### config.mk
export PLATFORM = sky130hd
export DESIGN_NAME = median_win_ctrl
export DESIGN_NICKNAME = d
export VERILOG_FILES = /design/src/rtl/median_win_ctrl.sv
export SDC_FILE = /design/constraint.sdc
export NUM_CORES = 1
export LEC_CHECK = 0
export BUFFER_PORTS_ARGS = -buffer_cell sky130_fd_sc_hd__buf_2
export CAP_MARGIN = 15
export CELL_PAD_IN_SITES_DETAIL_PLACEMENT = 1
export CELL_PAD_IN_SITES_GLOBAL_PLACEMENT = 2
export CORE_ASPECT_RATIO = 2
export CORE_MARGIN = 2
export CORE_UTILIZATION = 31
export CTS_BUF_LIST = sky130_fd_sc_hd__clkbuf_4 sky130_fd_sc_hd__clkbuf_8 sky130_fd_sc_hd__clkbuf_16
export CTS_CLUSTER_DIAMETER = 30
export DETAILED_ROUTE_END_ITERATION = 7
export PLACE_DENSITY_LB_ADDON = 0.1
export SYNTH_ARGS = -nofsm -noshare
export SYNTH_HDL_FRONTEND = slang
export SYNTH_SLANG_ARGS = --single-unit
### constraint.sdc
create_clock -name clka -period 4.4 [get_ports clka]
set_input_delay 0.44 -clock clka [delete_from_list [all_inputs] [get_ports clka]]
set_output_delay 0.44 -clock clka [all_outputs]
set_load 0.01 [all_outputs]
### src/rtl/median_win_ctrl.sv
// rtl/median_win_ctrl.sv - 3x3 median window sequencer between source RAM, median core and destination RAM
// Optional build macro MEDCTRL_BORDER_ZERO_EN: border pixels write 0 without reading the source.
module median_win_ctrl #(
  parameter int PIX_W    = 8,
  parameter int WIDTH    = 8,
  parameter int HEIGHT   = 8,
  parameter int ADDR_W   = 16,
  parameter int SRC_BASE = 0,
  parameter int DST_BASE = 1024
) (
  input  logic               clka,
  input  logic               reset,
  input  logic               start,
  output logic               rd_en,
  output logic [ADDR_W-1:0]  rd_addr,
  input  logic [PIX_W-1:0]   rd_data,
  output logic               win_valid,
  output logic [9*PIX_W-1:0] win_data,
  input  logic               med_valid,
  input  logic [PIX_W-1:0]   med_data,
  output logic               wr_en,
  output logic [ADDR_W-1:0]  wr_addr,
  output logic [PIX_W-1:0]   wr_data,
  output logic               busy,
  output logic               done
);

  localparam int XW = $clog2(WIDTH);
  localparam int YW = $clog2(HEIGHT);
  localparam logic [XW-1:0]     X_LAST = XW'(WIDTH - 1);
  localparam logic [YW-1:0]     Y_LAST = YW'(HEIGHT - 1);
  localparam logic [ADDR_W-1:0] W_A    = ADDR_W'(WIDTH);
  localparam logic [ADDR_W-1:0] SRC_A  = ADDR_W'(SRC_BASE);
  localparam logic [ADDR_W-1:0] DST_A  = ADDR_W'(DST_BASE);

  typedef enum logic [2:0] {
    S_IDLE, S_FETCH, S_WAIT_MED, S_BORDER, S_WRITE, S_DONE
  } state_t;

  state_t             state_q, state_d;
  logic [3:0]         cnt_q, cnt_d;
  logic [XW-1:0]      x_q, x_d, nx;
  logic [YW-1:0]      y_q, y_d, ny;
  logic [9*PIX_W-1:0] win_data_q, win_data_d;
  logic               win_valid_q, win_valid_d;
  logic [PIX_W-1:0]   res_q, res_d;
  logic               done_q, done_d;

  logic [ADDR_W-1:0]  pix_off, centre_a, dst_a, win_row, win_col, fetch_a;

  function automatic logic is_border(input logic [XW-1:0] px, input logic [YW-1:0] py);
    return (px == '0) || (px == X_LAST) || (py == '0) || (py == Y_LAST);
  endfunction

  function automatic state_t entry_state(input logic [XW-1:0] px, input logic [YW-1:0] py);
    if (!is_border(px, py)) return S_FETCH;
`ifdef MEDCTRL_BORDER_ZERO_EN
    return S_WRITE;
`else
    return S_BORDER;
`endif
  endfunction

  // Window tap k sits at row k/3, column k%3 relative to the top-left neighbour.
  always_comb begin
    pix_off  = ADDR_W'(y_q) * W_A + ADDR_W'(x_q);
    centre_a = SRC_A + pix_off;
    dst_a    = DST_A + pix_off;
    win_row  = '0;
    win_col  = ADDR_W'(cnt_q);
    if (cnt_q >= 4'd6) begin
      win_row = ADDR_W'(2);
      win_col = ADDR_W'(cnt_q - 4'd6);
    end else if (cnt_q >= 4'd3) begin
      win_row = ADDR_W'(1);
      win_col = ADDR_W'(cnt_q - 4'd3);
    end
    fetch_a = centre_a + win_row * W_A + win_col - W_A - ADDR_W'(1);
  end

  always_comb begin
    nx = (x_q == X_LAST) ? '0 : x_q + XW'(1);
    ny = (x_q == X_LAST) ? y_q + YW'(1) : y_q;
  end

  always_ff @(posedge clka) begin
    if (reset) begin
      state_q     <= S_IDLE;
      cnt_q       <= '0;
      x_q         <= '0;
      y_q         <= '0;
      win_data_q  <= '0;
      win_valid_q <= 1'b0;
      res_q       <= '0;
      done_q      <= 1'b0;
    end else begin
      state_q     <= state_d;
      cnt_q       <= cnt_d;
      x_q         <= x_d;
      y_q         <= y_d;
      win_data_q  <= win_data_d;
      win_valid_q <= win_valid_d;
      res_q       <= res_d;
      done_q      <= done_d;
    end
  end

  always_comb begin
    state_d     = state_q;
    cnt_d       = cnt_q;
    x_d         = x_q;
    y_d         = y_q;
    win_data_d  = win_data_q;
    win_valid_d = 1'b0;
    res_d       = res_q;
    done_d      = done_q;
    rd_en       = 1'b0;
    rd_addr     = '0;
    wr_en       = 1'b0;
    wr_addr     = '0;
    wr_data     = '0;

    case (state_q)
      S_IDLE, S_DONE: begin
        if (start) begin
          x_d     = '0;
          y_d     = '0;
          cnt_d   = '0;
          res_d   = '0;
          done_d  = 1'b0;
          state_d = entry_state('0, '0);
        end else begin
          state_d = S_IDLE;
        end
      end
      S_FETCH: begin
        if (cnt_q < 4'd9) begin
          rd_en   = 1'b1;
          rd_addr = fetch_a;
        end
        // Read data lags its strobe by one cycle, so slot k lands at count k+1.
        for (int k = 0; k < 9; k++) begin
          if (cnt_q == 4'(k + 1)) win_data_d[k*PIX_W +: PIX_W] = rd_data;
        end
        cnt_d = cnt_q + 4'd1;
        if (cnt_q == 4'd9) begin
          state_d     = S_WAIT_MED;
          win_valid_d = 1'b1;
        end
      end
      S_WAIT_MED: begin
        if (med_valid) begin
          res_d   = med_data;
          state_d = S_WRITE;
        end
      end
      S_BORDER: begin
        if (cnt_q == 4'd0) begin
          rd_en   = 1'b1;
          rd_addr = centre_a;
          cnt_d   = 4'd1;
        end else begin
          res_d   = rd_data;
          state_d = S_WRITE;
        end
      end
      S_WRITE: begin
        wr_en   = 1'b1;
        wr_addr = dst_a;
        wr_data = res_q;
        if ((x_q == X_LAST) && (y_q == Y_LAST)) begin
          state_d = S_DONE;
          done_d  = 1'b1;
        end else begin
          x_d     = nx;
          y_d     = ny;
          cnt_d   = '0;
          res_d   = '0;
          state_d = entry_state(nx, ny);
        end
      end
      default: state_d = S_IDLE;
    endcase
  end

  assign win_valid = win_valid_q;
  assign win_data  = win_data_q;
  assign busy      = (state_q != S_IDLE) && (state_q != S_DONE);
  assign done      = done_q;

endmodule

* Yosys cells after proc, flatten, opt, wreduce, memory -nomap -nowiden
Index checks and enable logic that the tools add are counted.
** Cells by class
- Bitwise gates (word level) :: 1
- Eq/ne operators :: 26
- Reductions and logical operators :: 29
- Magnitude comparators :: 3
- Div/mod/pow operators :: 0
- Shifts and indexed selects :: 0
- Multiplexer cells :: 44
- Multiply operators :: 0
- $add $sub $neg :: 11
** Operator list (number)
- two-way mux 16 bit :: 3
- two-way mux 8 bit :: 5
- two-way mux 3 bit :: 11
- one-hot mux 16 bit (2 select lines) :: 1
- one-hot mux 8 bit (4 select lines) :: 1
- == test 3 bit (second input constant) :: 6
- AND reduction 2 bit :: 9
- adder 16 bit :: 1
- adder 7 x 16 -> 16 bit :: 1
- == test 4 x 3 -> 1 bit (second input constant) :: 4
- one-hot mux 4 bit (4 select lines) :: 1
- subtractor 16 x 1 -> 16 bit (second input constant) :: 1
- subtractor 16 x 4 -> 16 bit (second input constant) :: 1
- one-hot mux 3 bit (5 select lines) :: 1
- != test 2 bit (second input constant) :: 7
- adder 11 x 7 -> 12 bit (first input constant) :: 1
- two-way mux 12 bit :: 1
- two-way mux 4 bit :: 3
- one-hot mux 3 bit (2 select lines) :: 2
- two-way mux 1 bit :: 10
- zero test 3 bit :: 3
- AND reduction 3 bit :: 3
- == test 4 x 2 -> 1 bit (second input constant) :: 2
- == test 4 bit (second input constant) :: 2
- 25 further kinds :: 34
** Storage, ports and cells
- Logic and storage cells :: 130
- Bits in writable memories :: 0
- Bits in latches :: 0
- Memories kept :: 0
- Flip-flop bits (word level) :: 95
- Memory bits (read-only) :: 0
- Output and inout port bits :: 117
- Input port bits :: 20

* Longest topological paths before layout
- Word-level depth :: 12
- Gate-level depth with buffers :: 17
- Depth with buffers taken out :: 16

* Least setup slack after synthesis
OpenSTA, ideal clock, no wires.
- Kind :: register to output
- From :: register cnt_q[1]
- To :: output rd_addr[13]
- Slack :: 0.269 ns
- Buffers on the path :: 1
- Arrival time :: 3.691 ns
- Stages on the path, launching flop included :: 15
- Required time :: 3.960 ns
- Cells stage by stage :: dfxtp_1 > ha_1 > inv_1 > ha_1 > a21boi_2 > mux2_2 > fa_1 > fa_1 > inv_1 > ha_1 > o21a_1 > a21oi_1 > nor2_1 > nor4_1 > buf_4
** Between the ends
- Longest elaborated chain between the ends :: 9
- Elaborated cells on any way between the ends :: 15
- Classes of those cells :: add/sub: 6; order compare: 3; mux: 6
** RTL lines
- start: declaration :: line 41 : logic [3:0] cnt_q, cnt_d;
- start signal: assignment :: line 98 : cnt_q <= cnt_d;
- greater-or-equal comparator 4 x 2 -> 1 bit :: line 74 : end else if (cnt_q >= 4'd3) begin
- two-way mux 1 bit :: line 74
- two-way mux 2 bit :: line 71 : if (cnt_q >= 4'd6) begin
- adder 7 x 16 -> 16 bit :: line 78 : fetch_a = centre_a + win_row * W_A + win_col - W_A - ADDR_W'(1);
- adder 16 bit :: line 78
- subtractor 16 x 4 -> 16 bit :: line 78
- subtractor 16 x 1 -> 16 bit :: line 78
- two-way mux 16 bit * :: line 137 : if (cnt_q < 4'd9) begin
- one-hot mux 16 bit (2 select lines) * :: line 123 : case (state_q)
- end: declaration :: line 15 : output logic [ADDR_W-1:0] rd_addr,
Every way passes the cells marked *; elsewhere a longest branch is shown, timed or not.

* Worst setup path in the final report
- From :: register cnt_q[2]
- To :: output rd_addr[7]
The elaborated chain is that of the path after synthesis.

==> impl_metrics.csv <==
group,metric,value,unit
clocking,clock_latency,340,ps
timing,post-route-period-util,96.0,%
critical_path,cp_cell_sequence,"ha_4, inv_2, ha_4, a21boi_4, mux2_4, fa_2, inv_1, ha_4, ha_4, a211o_1, a21oi_2, nor2_2, nor2_1, ha_1, nor2_1, buf_2",
timing,drv_slew,0,
critical_path,cp_max_fo,6,
yosys,ys.warnings.count,0,
clocking,cts.sinks,95,
power_and_ir_drop,finalPower,2.35,mW
placed_design,finalWeightedCongestion,0.792,
power_and_ir_drop,p_per_area,391,mW/mm2
clocking,cts_tree,"built",
timing,worstMarginPinSlew,681,ps
critical_path,reg2reg_from,"state_q[0]",
power_and_ir_drop,comb_power_share,27.1,%
critical_path,start_kind,"register",
grt,grt_max_degree,56,
outcome,outcome,"completed",
timing,finClkSkew,6.63,ps
floorplan,io_pins,137,
floorplan,die_w,92.0,um
critical_path,crit_path_end_kind,"output port",
critical_path,critPathBufInv,3,
route,drt_iter0_drc,137,
min_path,hold_path_depth,2,
yosys,synthTopCellsByCount,"dfxtp_1, nor2_1, mux2i_1",
floorplan,die-area,0.0166,mm2
critical_path,crit_type,"reg -> out",
route,dr.pass1.iters,4,
critical_path,cpMaxStageDelayCell,"fa_2",
grt,grt.total_usage,18.8,%
critical_path,crit_family,"adder cells",
critical_path,arrival,3780,ps
finish,n_antenna_cell,0,
finish,final_area,0.00602,mm2
yosys,synth-seq-cells,95,
route,avgViaCountPerCell,4.91,
power_and_ir_drop,p_sw_share,32.2,%
timing,fin_crit,4220,ps
yosys,synth_edf_count,0,
finish,nets,691,
placed_design,post-dp-hpwl,11500,um
yosys,yosys.area.top_type_share,39.6,%
route,num_vias,4130,
route,wl,15400,um
timing,hold_violations,0,
power_and_ir_drop,clkPwrFrac,32.6,%
floorplan,core,0.0152,mm2
finish,area_delta_synth_final,25.4,%
clocking,cts.reportedPaths.clkPinSlew,70,ps
finish,drive_gt1_share,30.3,%
min_path,hp-start,"res_q[3]",
power_and_ir_drop,ir_worst_vdd,0.000239,V
timing,relSlewSlack,54.5,%
yosys,synthDistinctLibCells,55,
yosys,netlist_top_cells_area,"dfxtp_1, mux2i_1, ha_1, nor2_1, nand2_1",
critical_path,rr_worst_depth,4,
power_and_ir_drop,seq_power_share,40.3,%
min_path,hold_path_end,"res_q[3]",
placed_design,post_dp_cell_area,0.00553,mm2
clocking,cts_root_buf,"clkbuf_16",
placed_design,port_buffers,127,
flow_run,maxCapViolations,0,
route,drc_errors,0,
floorplan,initial_core_util,31.6,%
grt,grt_antenna_before_repair,0,
critical_path,timing.rr.end,"res_q[1]",
yosys,yosysSeqAreaShare,39.6,%
grt,first_global_vias,4430,
clocking,htreeDepth,3,
grt,grt_pass1_wl,24200,um
critical_path,path_common_cell,"ha_4",
floorplan,die_h,180,um
clocking,clockBufferDepth,2,
route,postRouteAntennaNets,0,
clocking,cts_buffers,9,
yosys,yosys.area.top_type,"dfxtp_1",
yosys,async_reset_ff_share,0,%
power_and_ir_drop,p_leak,3.30,nW
route,wl_per_cell,18.3,um
timing,fmax,0.237,GHz
yosys,syn_area_per_cell,9.18,um2
yosys,yosysMostFrequentCell,"dfxtp_1",
timing,setup_viol,0,
critical_path,cp_slowest_stage_delay,520,ps
yosys,netlist_area,0.00480,mm2
critical_path,crit_required,3960,ps
grt,grt_overflow,0,
critical_path,r2r_slack,1940,ps
min_path,hp-class,"reg -> reg",
yosys,ys.flop_type,"dfxtp_1",
critical_path,startpoint,"cnt_q[2]",
yosys,syn_inst,523,
power_and_ir_drop,internal_power,1.59,mW
power_and_ir_drop,p_sw,0.759,mW
floorplan,std_cell_rows,64,
-- cells by family (layout without fill, tap and decap cells) --
kind of cell | count (synthesis) | count (layout) | share of synthesized area (%)
simple gates | 173 | 173 | 16.6
flops | 95 | 95 | 39.6
mux | 90 | 90 | 19.0
buf+inv | 68 | 180 | 6.78
compound gates | 60 | 60 | 8.26
fa+ha+maj | 31 | 31 | 8.70
xor+xnor | 5 | 5 | 0.912
other cells | 1 | 9 | 0.0781
-- through the flow --
stage	hold slack (ps)	cells	setup TNS (ps)	setup slack [ps]	util (%)
after global routing	481	841	-29.5	-16.2	39.6
after CTS	458	838	0	9.25	39.1
final	459	841	0	177	39.6
after floorplan	434	531	0	269	-
after detailed placement	449	817	0	103	36.3
after global placement	445	817	0	208	36.3
-- per-layer routing --
layer	vias up	global-route usage [%]	wire length, um
li1	1990	-	-
met1	2039	19.1	5620
met2	87	36.9	8990
met3	14	3.73	641
met4	0	6.51	159
met5	-	0	0
-- tightest hold or removal path, cell delays in order (launching register included) --
cell,delay (ps)
dfxtp_1,310
nand2_1,50
mux2i_1,50
-- sequential cells by signal (all words and copies together) (netlist names) --
name,count
win_data,72
win_valid,1
res_q,8
y_q,3
state_q,3
x_q,3
done,1
cnt_q,4
-- timing repair --
item | in CTS | in global routing
pin swaps | 2 | 8
hold buffers | 0 | 0
hold endpoints to repair | 0 | 0
gates cloned | 0 | 0
endpoints found under the setup margin | 10 | 9
gates resized for setup | 19 | 10
buffers inserted | 7 | 3
-- worst max path at each step --
stage	endpoint	slack (ps)	depth (start not counted)
after floorplan	rd_addr[13]	270	14
after global placement	rd_addr[7]	210	16
after detailed placement	rd_addr[7]	100	16
after CTS	rd_addr[14]	9	15
after global routing	rd_addr[10]	-20	15
final	rd_addr[7]	180	16
-- layout by cell type, fill, tap and decap left out, types with 3 or more instances in the layout --
cell type / synthesis / layout
ha_4: 0 / 6
a22o_1: 3 / 3
or3_1: 3 / 3
and3_1: 11 / 11
a21o_1: 3 / 3
buf_4: 13 / 16
a21oi_1: 14 / 11
nor2_1: 90 / 89
mux2_2: 10 / 9
mux2i_1: 80 / 80
a31oi_1: 4 / 4
inv_1: 23 / 21
nand4_1: 3 / 3
clkbuf_16: 0 / 9
dfxtp_1: 95 / 93
buf_2: 4 / 127
nand2_1: 32 / 32
conb_1: 1 / 9
xnor2_1: 4 / 4
nor2b_1: 5 / 5
o21ai_0: 14 / 13
clkbuf_8: 0 / 4
o22ai_1: 5 / 5
nand3_1: 11 / 11
ha_1: 27 / 19
a21oi_2: 0 / 3
-- cell type report --
cell class	instances	area [um2]
Clock buffer	14	288
Inverter	23	86.3
Multi-Input combinational cell	368	2740
Timing Repair Buffer	143	756
Tap cell	198	248
Fill cell	1833	9190
Sequential cell	95	1910
-- power groups by stage --
| stage | registers [mW] | clock network, mW | logic (mW) |
|---|---|---|---|
| after floorplan | 0.933 | 0 | 0.487 |
| after global placement | 0.970 | 0 | 0.618 |
| after detailed placement | 0.972 | 0 | 0.625 |
| after CTS | 0.950 | 0.793 | 0.636 |
| after global routing | 0.957 | 0.829 | 0.700 |
| final | 0.950 | 0.766 | 0.638 |
Power figures use the tool's default switching activity.
